==> config.mk <==
export PLATFORM = sky130hd
export DESIGN_NAME = stick_dodge_controller
export DESIGN_NICKNAME = d
export VERILOG_FILES = /design/src/rtl/stick_dodge_controller.sv
export SDC_FILE = /design/constraint.sdc
export NUM_CORES = 1
export LEC_CHECK = 0
export ABC_AREA = 1
export ABC_CLOCK_PERIOD_IN_PS = 2000
export CORE_MARGIN = 8
export CORE_UTILIZATION = 51
export CTS_CLUSTER_SIZE = 30
export DETAILED_ROUTE_END_ITERATION = 6
export PLACE_DENSITY = 0.79
export SETUP_SLACK_MARGIN = 0.1
export SLEW_MARGIN = 15
export SYNTH_ARGS = -nofsm -noshare
export SYNTH_HDL_FRONTEND = slang
export SYNTH_SLANG_ARGS = --single-unit
==> constraint.sdc <==
create_clock -name system_clk -period 2 [get_ports system_clk]
set_input_delay 0.4 -clock system_clk [delete_from_list [all_inputs] [get_ports system_clk]]
set_output_delay 0.4 -clock system_clk [all_outputs]
set_load 0.005 [all_outputs]
==> src/rtl/stick_dodge_controller.sv <==
`default_nettype none
// ============================================================================
// Module   : stick_dodge_controller
// Brief    : Player/collision/score logic and frame compositor for the falling
//            stick game. Optional button debounce: STICK_DODGE_DEBOUNCE_EN.
// Revision : 1.0 - initial release
// ============================================================================
module stick_dodge_controller #(
    parameter int SCORE_W         = 10,
    parameter int BLINK_BIT       = 22,
    parameter int DEBOUNCE_CYCLES = 65536
) (
    input  logic               system_clk,
    input  logic               rst_n,
    input  logic [63:0]        framebuffer,
    input  logic               btn_left,
    input  logic               btn_right,
    input  logic               btn_start,
    output logic [63:0]        display_frame,
    output logic [2:0]         player_col,
    output logic [SCORE_W-1:0] score,
    output logic               playing,
    output logic               game_over
);

    typedef enum logic [1:0] {
        ST_IDLE = 2'd0,
        ST_PLAY = 2'd1,
        ST_OVER = 2'd2
    } state_t;

    localparam logic [2:0] c_COL_HOME = 3'd3;

    state_t             r_state;
    logic [2:0]         r_sync1;
    logic [2:0]         r_sync2;
    logic [2:0]         r_level_d;
    logic [7:0]         r_prev_bottom;
    logic [63:0]        r_frozen;
    logic [BLINK_BIT:0] r_blink;

    logic [2:0]  w_btn_raw;
    logic [2:0]  w_level;
    logic [2:0]  w_press;
    logic [7:0]  w_bottom;
    logic [63:0] w_player_mask;
    logic [63:0] w_over_frame;
    logic        w_hit;
    logic        w_score_evt;

    // Button lanes: bit 0 = left, bit 1 = right, bit 2 = start
    assign w_btn_raw = {btn_start, btn_right, btn_left};

    for (genvar gi = 0; gi < 3; gi++) begin : g_btn
`ifdef STICK_DODGE_DEBOUNCE_EN
        localparam int c_DB_W = $clog2(DEBOUNCE_CYCLES + 1);
        logic [c_DB_W-1:0] r_db_cnt;
        logic              r_db_level;

        always_ff @(posedge system_clk) begin
            if (!rst_n) begin
                r_db_cnt   <= '0;
                r_db_level <= 1'b0;
            end else if (r_sync2[gi] != r_db_level) begin
                if (r_db_cnt == c_DB_W'(DEBOUNCE_CYCLES - 1)) begin
                    r_db_level <= r_sync2[gi];
                    r_db_cnt   <= '0;
                end else begin
                    r_db_cnt <= r_db_cnt + c_DB_W'(1);
                end
            end else begin
                r_db_cnt <= '0;
            end
        end

        assign w_level[gi] = r_db_level;
`else
        assign w_level[gi] = r_sync2[gi];
`endif
    end

    assign w_press       = w_level & ~r_level_d;
    assign w_bottom      = framebuffer[63:56];
    assign w_hit         = framebuffer[{3'b111, player_col}];
    assign w_score_evt   = (r_prev_bottom != 8'd0) && (w_bottom == 8'd0);
    assign w_player_mask = 64'd1 << {3'b111, player_col};
    assign w_over_frame  = (r_frozen & ~w_player_mask)
                         | (r_blink[BLINK_BIT] ? w_player_mask : 64'd0);

    always_ff @(posedge system_clk) begin
        if (!rst_n) begin
            r_state       <= ST_IDLE;
            r_sync1       <= 3'd0;
            r_sync2       <= 3'd0;
            r_level_d     <= 3'd0;
            r_prev_bottom <= 8'd0;
            r_frozen      <= 64'd0;
            r_blink       <= '0;
            player_col    <= c_COL_HOME;
            score         <= '0;
            display_frame <= 64'd0;
            playing       <= 1'b0;
            game_over     <= 1'b0;
        end else begin
            r_sync1       <= w_btn_raw;
            r_sync2       <= r_sync1;
            r_level_d     <= w_level;
            r_prev_bottom <= w_bottom;
            r_blink       <= r_blink + (BLINK_BIT + 1)'(1);
            display_frame <= (r_state == ST_OVER) ? w_over_frame
                                                  : (framebuffer | w_player_mask);

            case (r_state)
                ST_IDLE: begin
                    if (w_press[2]) begin
                        r_state    <= ST_PLAY;
                        score      <= '0;
                        player_col <= c_COL_HOME;
                        playing    <= 1'b1;
                        game_over  <= 1'b0;
                    end
                end
                ST_PLAY: begin
                    // A hit freezes everything, including a move or score in the same cycle
                    if (w_hit) begin
                        r_state   <= ST_OVER;
                        r_frozen  <= framebuffer;
                        playing   <= 1'b0;
                        game_over <= 1'b1;
                    end else begin
                        if (w_press[0] && !w_press[1] && player_col != 3'd0)
                            player_col <= player_col - 3'd1;
                        else if (w_press[1] && !w_press[0] && player_col != 3'd7)
                            player_col <= player_col + 3'd1;
                        if (w_score_evt && score != '1)
                            score <= score + SCORE_W'(1);
                    end
                end
                ST_OVER: begin
                    if (w_press[2]) begin
                        r_state    <= ST_PLAY;
                        score      <= '0;
                        player_col <= c_COL_HOME;
                        r_blink    <= '0;
                        playing    <= 1'b1;
                        game_over  <= 1'b0;
                    end
                end
                default: begin
                    r_state   <= ST_IDLE;
                    playing   <= 1'b0;
                    game_over <= 1'b0;
                end
            endcase
        end
    end

endmodule
`default_nettype wire

==> results.ini, run 1 <==
[grt]
antenna_found_initial=0
grt_use_total_pct=19.3
grt_pass1_vias=6009
grt_max_degree=127
grt_pass1_wl_um=28800
grt_overflow=0

[setup_path]
crit_type=reg2out
crit_path_start=game_over
crit_chain=clkdlybuf4s50_1
crit_arrival_ns=1.45
crit_required_ns=1.60
cp-start-kind=flop
critPathMaxStageDelay_ns=0.56
worst-path-max-fanout=4
crit_buf_inv=1
r2r-start=r_sync2[1]
cp_slowest_cell=clkdlybuf4s50_1
critical_path.top_delay_family=buffers and inverters
end_kind=output port

[sta]
final.setup_skew_ns=0.00675
hold_viol_final=0
period_share_pct=92.4
slew_violations=0
rsz0062_at_grt=false
setup_ws_ns=0.152
tightest_slew_ns=0.527
fmax_mhz=541
finalCriticalPeriod_ns=1.85
finalSetupTns_ns=0
holdWs_ns=0.316
finalSetupViolations=0
max_slew_margin_pct=64.9

[yosys]
postSynth.asyncResetShare_pct=0
yosys_warnings=0
yosysUniqueCellTypes=38
synth_area_per_cell_um2=7.80
synth_edf_count=0
synth_ff_type=dfxtp_1
ys_seq_area_share_pct=50.6
synth_nets=1005
synthesis.area_mm2=0.00728
synth-seq-cells=184
synth_cells=933

[power_and_ir_drop]
p_per_area_mw_per_mm2=879
pwr-share-comb_pct=10.8
p_int_mw=6.50
power_leakage_nw=3.66
seqPwrFrac_pct=46.3
p_sw_share_pct=23.0
clock_power_share_pct=42.9
peakVddDrop_uv=668
p_switching_mw=1.94

[detailed_routing]
via_per_inst=5.14
drtIter0Drc=377
totalWireLength_um=17700
drtAntennaViolNets=0
first_pass_iters=5
vias=6541
post_drt_wl_per_cell_um=13.9
drc=0

[cells_and_area]
final_nets=1151
num-fill-cells=1115
antenna_cells=0
multi_input_area_mm2=0.00280
syn_to_final_growth_pct=32.0
layout-drive-gt1-share_pct=8.24
seq_area_mm2=0.00369

[min_path]
min-delay-start=rst_n
min_path_type=in2reg

[placement]
io_buffers=147
gp_congestion=0.842
dpl.hpwl_um=12100
pre_cts_slack_ns=0.00453

[status]
status=finished, final reports clean

[run]
cap_viol_max_count=0

[clock_tree]
clockRootBuffer=clkbuf_16
cts_tree=yes
clkTransAtPathRegs_ns=0.07
htree_levels=4
worst_skew_pair.late_latency_ns=0.43
hold_buffers=0
cts-buffers-inserted=17
clock_sinks=184
clockBufferDepth=2

[floorplanning]
ios=148
die_w_um=135
fp.dieH_um=135
core_mm2=0.0139
start_util_pct=52.2
die_area_mm2=0.0183
row_count=43

## cell usage in the layout (no fill, tap or decap), types with 2 or more instances in the layout
| master | synthesis | final |
|---|---|---|
| nor2_4 | 3 | 3 |
| nor2_2 | 2 | 3 |
| clkinv_2 | 0 | 3 |
| o21ai_0 | 138 | 138 |
| nand4_1 | 11 | 11 |
| nand2_2 | 3 | 5 |
| clkinv_4 | 0 | 3 |
| clkbuf_8 | 0 | 2 |
| inv_2 | 3 | 4 |
| clkdlybuf4s50_1 | 0 | 146 |
| o21ai_2 | 2 | 2 |
| clkbuf_16 | 0 | 17 |
| inv_8 | 1 | 3 |
| a21oi_1 | 162 | 162 |
| nand3_1 | 25 | 25 |
| bufinv_16 | 0 | 4 |
| inv_1 | 127 | 126 |
| ha_1 | 2 | 2 |
| nand2_1 | 129 | 127 |
| nor3b_1 | 2 | 2 |
| dfxtp_1 | 184 | 182 |
| buf_12 | 2 | 5 |
| o21bai_1 | 2 | 2 |
| buf_4 | 2 | 24 |
| xor2_1 | 5 | 5 |
| nand3_2 | 4 | 4 |
| nor3_1 | 13 | 13 |
| dfxtp_2 | 0 | 2 |
| nor2_1 | 54 | 53 |
## area by class of cell
class	instances	share of cell area (%)
Timing Repair Buffer	176	18.2
Tap cell	180	2.34
Clock inverter	13	2.01
Clock buffer	19	4.71
Sequential cell	184	38.4
Multi-Input combinational cell	569	29.1
Inverter	131	5.20
## logic make-up (layout without fill, tap and decap cells)
kind of cell | Yosys count | count (layout) | synth area share [%]
flip-flops | 184 | 184 | 50.6
AND/OR/NAND/NOR | 250 | 250 | 15.3
buffers and inverters | 180 | 339 | 11.1
adder cells (fa/ha/maj) | 3 | 3 | 0.619
XOR/XNOR | 5 | 5 | 0.602
AO/OA/AOI/OAI | 311 | 311 | 21.8
## routing by layer
layer  up-vias  GRT usage [%]  wire length [um]
met5         -              0                 0
met4         0           8.33               419
met3        33           6.57              1350
met2       198           31.1              8380
met1      2957           22.9              7500
li1       3353              -                 -
## path summary, 6_finish.rpt
| check | to | slack, ns | depth (start not counted) |
|---|---|---|---|
| max | game_over | 0.15 | 1 |
| min | display_frame[34] | 0.32 | 3 |
| max reg2reg | player_col[2] | 0.26 | 13 |
| min reg2reg | r_sync2[1] | 0.41 | 2 |
## through the flow
step / instance area [um2] / power [mW] / util [%] / std cells
floorplan: 7280 / 4.40 / - / 933
global placement: 8940 / 4.87 / 64.1 / 1239
detailed placement: 8940 / 4.89 / 64.1 / 1239
CTS: 9590 / 8.50 / 68.8 / 1271
global route: 9610 / 8.76 / 68.9 / 1272
finish: 9610 / 8.44 / 68.9 / 1272
## cells in the mapped netlist, drive strengths merged, types with 2 or more instances
master  count  area, um2
nand3      30        183
o21bai      2       15.0
nor3b       2       15.0
inv       131        499
clkbuf     26        105
xor2        5       43.8
nor3       13       65.1
dfxtp     184       3680
buf        23        200
nand4      12       81.3
nor2       59        249
nand2     132        503
o211ai      2       20.0
o21ai     141        713
ha          2       25.0
a21oi     162        811
## state kept, by name, summed over array words and instances (netlist names)
name and flops:
display_frame 64, game_over 1, player_col 3, playing 1
r_blink 23, r_frozen 64, r_level_d 3, r_prev_bottom 8
r_state 1, r_sync1 3, r_sync2 3, score 10
## power groups by stage
stage               registers [mW]  clock network (mW)  logic [mW]
floorplan                     4.00                   0       0.404
global placement              3.99                   0       0.882
detailed placement            3.99                   0       0.897
CTS                           3.91                3.68       0.911
global route                  3.93                3.82        1.01
finish                        3.91                3.62       0.909
## timing repair
item | CTS | global route
pin swaps | 0 | 1
gates resized for setup | 2 | 6
buffers inserted | 0 | 1
endpoints found under the setup margin | 2 | 2
No activity file was read; power rests on OpenSTA's default activity.
==> run 2: changes to the inputs <==
Settings changed: CTS_CLUSTER_DIAMETER set to 100.
==> results of run 2 <==
Same layout as run 1: the final DEF is identical, and so are final timing and power.
==> run 3: changes to the inputs <==
Settings changed: CORE_UTILIZATION 51 to 53, CTS_BUF_LIST set to sky130_fd_sc_hd__clkbuf_4 sky130_fd_sc_hd__clkbuf_8, PLACE_DENSITY 0.79 to 0.82.
==> run 3 against run 2 <==
  * Sequential power hardly changed
  * First-iteration DRC count is 49% higher
  * Combinational power hardly changed
  * Sequential share of layout area is 1.0 points higher
  * Worst setup slack better by 0.018 ns
  * Non-clock buffer count is 4 higher
  * Die area is 3.3% lower
  * Core utilization is 0.37 points lower
  * Flip-flop and latch count stayed put
  * Clock-buffer cell count is 2 lower
  * Largest cell class unchanged
==> results.ini, run 3 (synthesis results as in run 1) <==
[status]
status=finished, final reports clean

[sta]
finalCriticalPeriod_ns=1.83  ; -0.0175 ns
max_slew_margin_pct=66.2  ; +1.4 points
slew_violations=0  ; unchanged
rsz0062_at_grt=false
finalSetupViolations=0  ; unchanged
period_share_pct=91.5  ; -0.88 points
hold_viol_final=0  ; unchanged
finalSetupTns_ns=0  ; unchanged
fmax_mhz=546  ; +0.96%
tightest_slew_ns=0.507  ; -0.0204 ns
holdWs_ns=0.376  ; +0.0607 ns
final.setup_skew_ns=0.0113  ; +0.00450 ns

[power_and_ir_drop]
peakVddDrop_uv=592  ; -11%
seqPwrFrac_pct=54.3  ; +8.0 points
finalPower_mw=7.19  ; -15%
p_sw_share_pct=25.9  ; +2.9 points
power_leakage_nw=3.55  ; -2.9%
p_int_mw=5.33  ; -18%
p_per_area_mw_per_mm2=767  ; -13%
pwr-share-comb_pct=12.7  ; +1.9 points
clock_power_share_pct=33.0  ; -9.9 points
p_switching_mw=1.86  ; -4.2%

[setup_path]
worst-path-max-fanout=5  ; +1
rrSetupSlack_ns=0.24  ; -0.02 ns
r2r-end=player_col[2]
cp-start-kind=flop
end_kind=output port
crit_buf_inv=2  ; +1
ff2ff_path_depth=12  ; -1
crit_required_ns=1.60  ; about the same
critPathMaxStageDelay_ns=0.51  ; -0.05 ns
r2r-start=player_col[1]
crit_chain=buf_4, clkdlybuf4s50_1
crit_arrival_ns=1.43  ; -0.02 ns
critical_path.top_delay_family=buffers and inverters
cp_slowest_cell=clkdlybuf4s50_1
crit_type=reg2out

[clock_tree]
hold_buffers=0  ; unchanged
clkTransAtPathRegs_ns=0.09  ; +0.02 ns
cts-buffers-inserted=17  ; unchanged
cts_tree=yes
worst_skew_pair.late_latency_ns=0.46  ; +0.03 ns
htree_levels=4  ; unchanged
clockRootBuffer=clkbuf_8
clockBufferDepth=2  ; unchanged
clock_sinks=184  ; unchanged

[grt]
grtUsageMet2_pct=31.5  ; +0.32 points
grt_pass1_vias=6039  ; +0.50%
antenna_found_initial=0  ; unchanged
gr-usage-met3_pct=6.97  ; +0.40 points
grt_max_degree=145  ; +14%
grt_use_total_pct=19.3  ; about the same
grt-busiest-layer=met2
grt_pass1_wl_um=28400  ; -1.4%
met1_usage_pct=22.7  ; -0.16 points
grt_overflow=0  ; unchanged

[cells_and_area]
final_cell_mix=177 x dfxtp_1, 162 x a21oi_1, 144 x clkdlybuf4s50_1
syn_to_final_growth_pct=28.8
layout-drive-gt1-share_pct=8.85  ; +0.61 points
final_nets=1155  ; +0.35%
reg.largest.list=display_frame x64, r_frozen x64, r_blink x23
layout_commonest_cell=dfxtp_1
postLayoutCellArea_mm2=0.00937  ; -2.5%
antenna_cells=0  ; unchanged
num-fill-cells=1116  ; +0.090%

[min_path]
min-delay-start=rst_n
min_path_type=in2reg
hold_end=r_blink[3]
holdPathStages=5  ; +2

[detailed_routing]
post_drt_wl_per_cell_um=13.3  ; -4.0%
totalWireLength_um=17000  ; -3.7%
drtAntennaViolNets=0  ; unchanged
first_pass_iters=5  ; unchanged
via_per_inst=5.09  ; -1.0%
drc=0  ; unchanged
vias=6496  ; -0.69%
drtIter0Drc=561  ; +49%

[placement]
gp_congestion=0.866  ; +2.8%
io_buffers=147  ; unchanged
post_dp_cell_area_mm2=0.00892  ; -0.14%
dpl.hpwl_um=11900  ; -1.7%

[run]
cap_viol_max_count=0  ; unchanged

[floorplanning]
die_area_mm2=0.0177  ; -3.3%
start_util_pct=53.2  ; +1.0 points
core_mm2=0.0137  ; -1.9%
fp.dieH_um=133  ; -1.7%
row_count=43  ; unchanged
die_w_um=133  ; -1.7%
ios=148  ; unchanged

==> run 3: cell count changes in the layout (fill, tap and decap cells not counted), moves of 2 or more <==
cell | before | now
clkbuf_16 | 17 | 0
clkinvlp_4 | 0 | 4
clkdlybuf4s50_1 | 146 | 144
dfxtp_2 | 2 | 7
dlymetal6s2s_1 | 0 | 2
dfxtp_1 | 182 | 177
buf_4 | 24 | 28
clkbuf_8 | 2 | 17
bufinv_16 | 4 | 1
==> run 3: metal layers <==
| metal | part of all wire [%] | vias to the layer above |
|---|---|---|
| li1 | - | 3342 |
| met1 | 41 | 2954 |
| met2 | 49 | 172 |
| met3 | 7.6 | 28 |
| met5 | 0 | - |
| met4 | 2.2 | 0 |
==> run 3: through the flow <==
step	utilization (%)	worst slack (ns)	std cells
2_1_floorplan	-	0.170	933
3_3_place_gp	65.3	-0.00780	1239
3_5_place_dp	65.3	-0.0920	1239
4_1_cts	68.3	0.107	1275
5_1_grt	68.6	0.103	1276
6_report	68.6	0.170	1276
==> run 3: worst max-delay path by stage <==
stage | from | to | slack, ns | cells after the start
detailed placement | framebuffer[58] | r_frozen[50] | -0.09 | 9
global route | score[9] | score[9] | 0.10 | 1
CTS | score[0] | score[0] | 0.11 | 2
global placement | framebuffer[58] | r_frozen[34] | -0.008 | 9
floorplan | player_col[2] | player_col[2] | 0.17 | 12
finish | score[0] | score[0] | 0.17 | 2
==> run 3: layout make-up <==
class	count	area (um2)	area share, %
Clock inverter	15	145	1.55
Clock buffer	17	234	2.50
Multi-Input combinational cell	569	2800	29.8
Sequential cell	184	3690	39.4
Timing Repair Buffer	180	1780	19.0
Tap cell	180	225	2.40
Inverter	131	499	5.33
==> run 3: worst reg2reg max path: stages, from the launching register on <==
cell     delay (ns)
dfxtp_2        0.36
buf_4          0.12
buf_4          0.11
inv_1          0.09
fa_2           0.37
inv_1          0.07
nand2_1        0.05
nand2_1        0.10
nand3_1        0.09
nand3_1        0.10
nand4_2        0.09
nand2_1        0.09
nor2_2         0.03
==> run 3: power groups by stage <==
| stage | clock (mW) | combinational (mW) | sequential, mW |
|---|---|---|---|
| detailed placement | 0 | 0.892 | 3.99 |
| floorplan | 0 | 0.404 | 4.00 |
| CTS | 2.43 | 0.913 | 3.90 |
| global placement | 0 | 0.878 | 3.98 |
| global route | 2.59 | 1.02 | 3.92 |
| finish | 2.38 | 0.911 | 3.90 |
==> run 3: timing repair <==
| item | CTS | global route |
|---|---|---|
| endpoints found under the setup margin | 3 | 36 |
| pin swaps | 0 | 1 |
| resized for setup | 3 | 11 |
| endpoints found under the hold margin | 0 | 0 |
| buffers inserted | 4 | 1 |
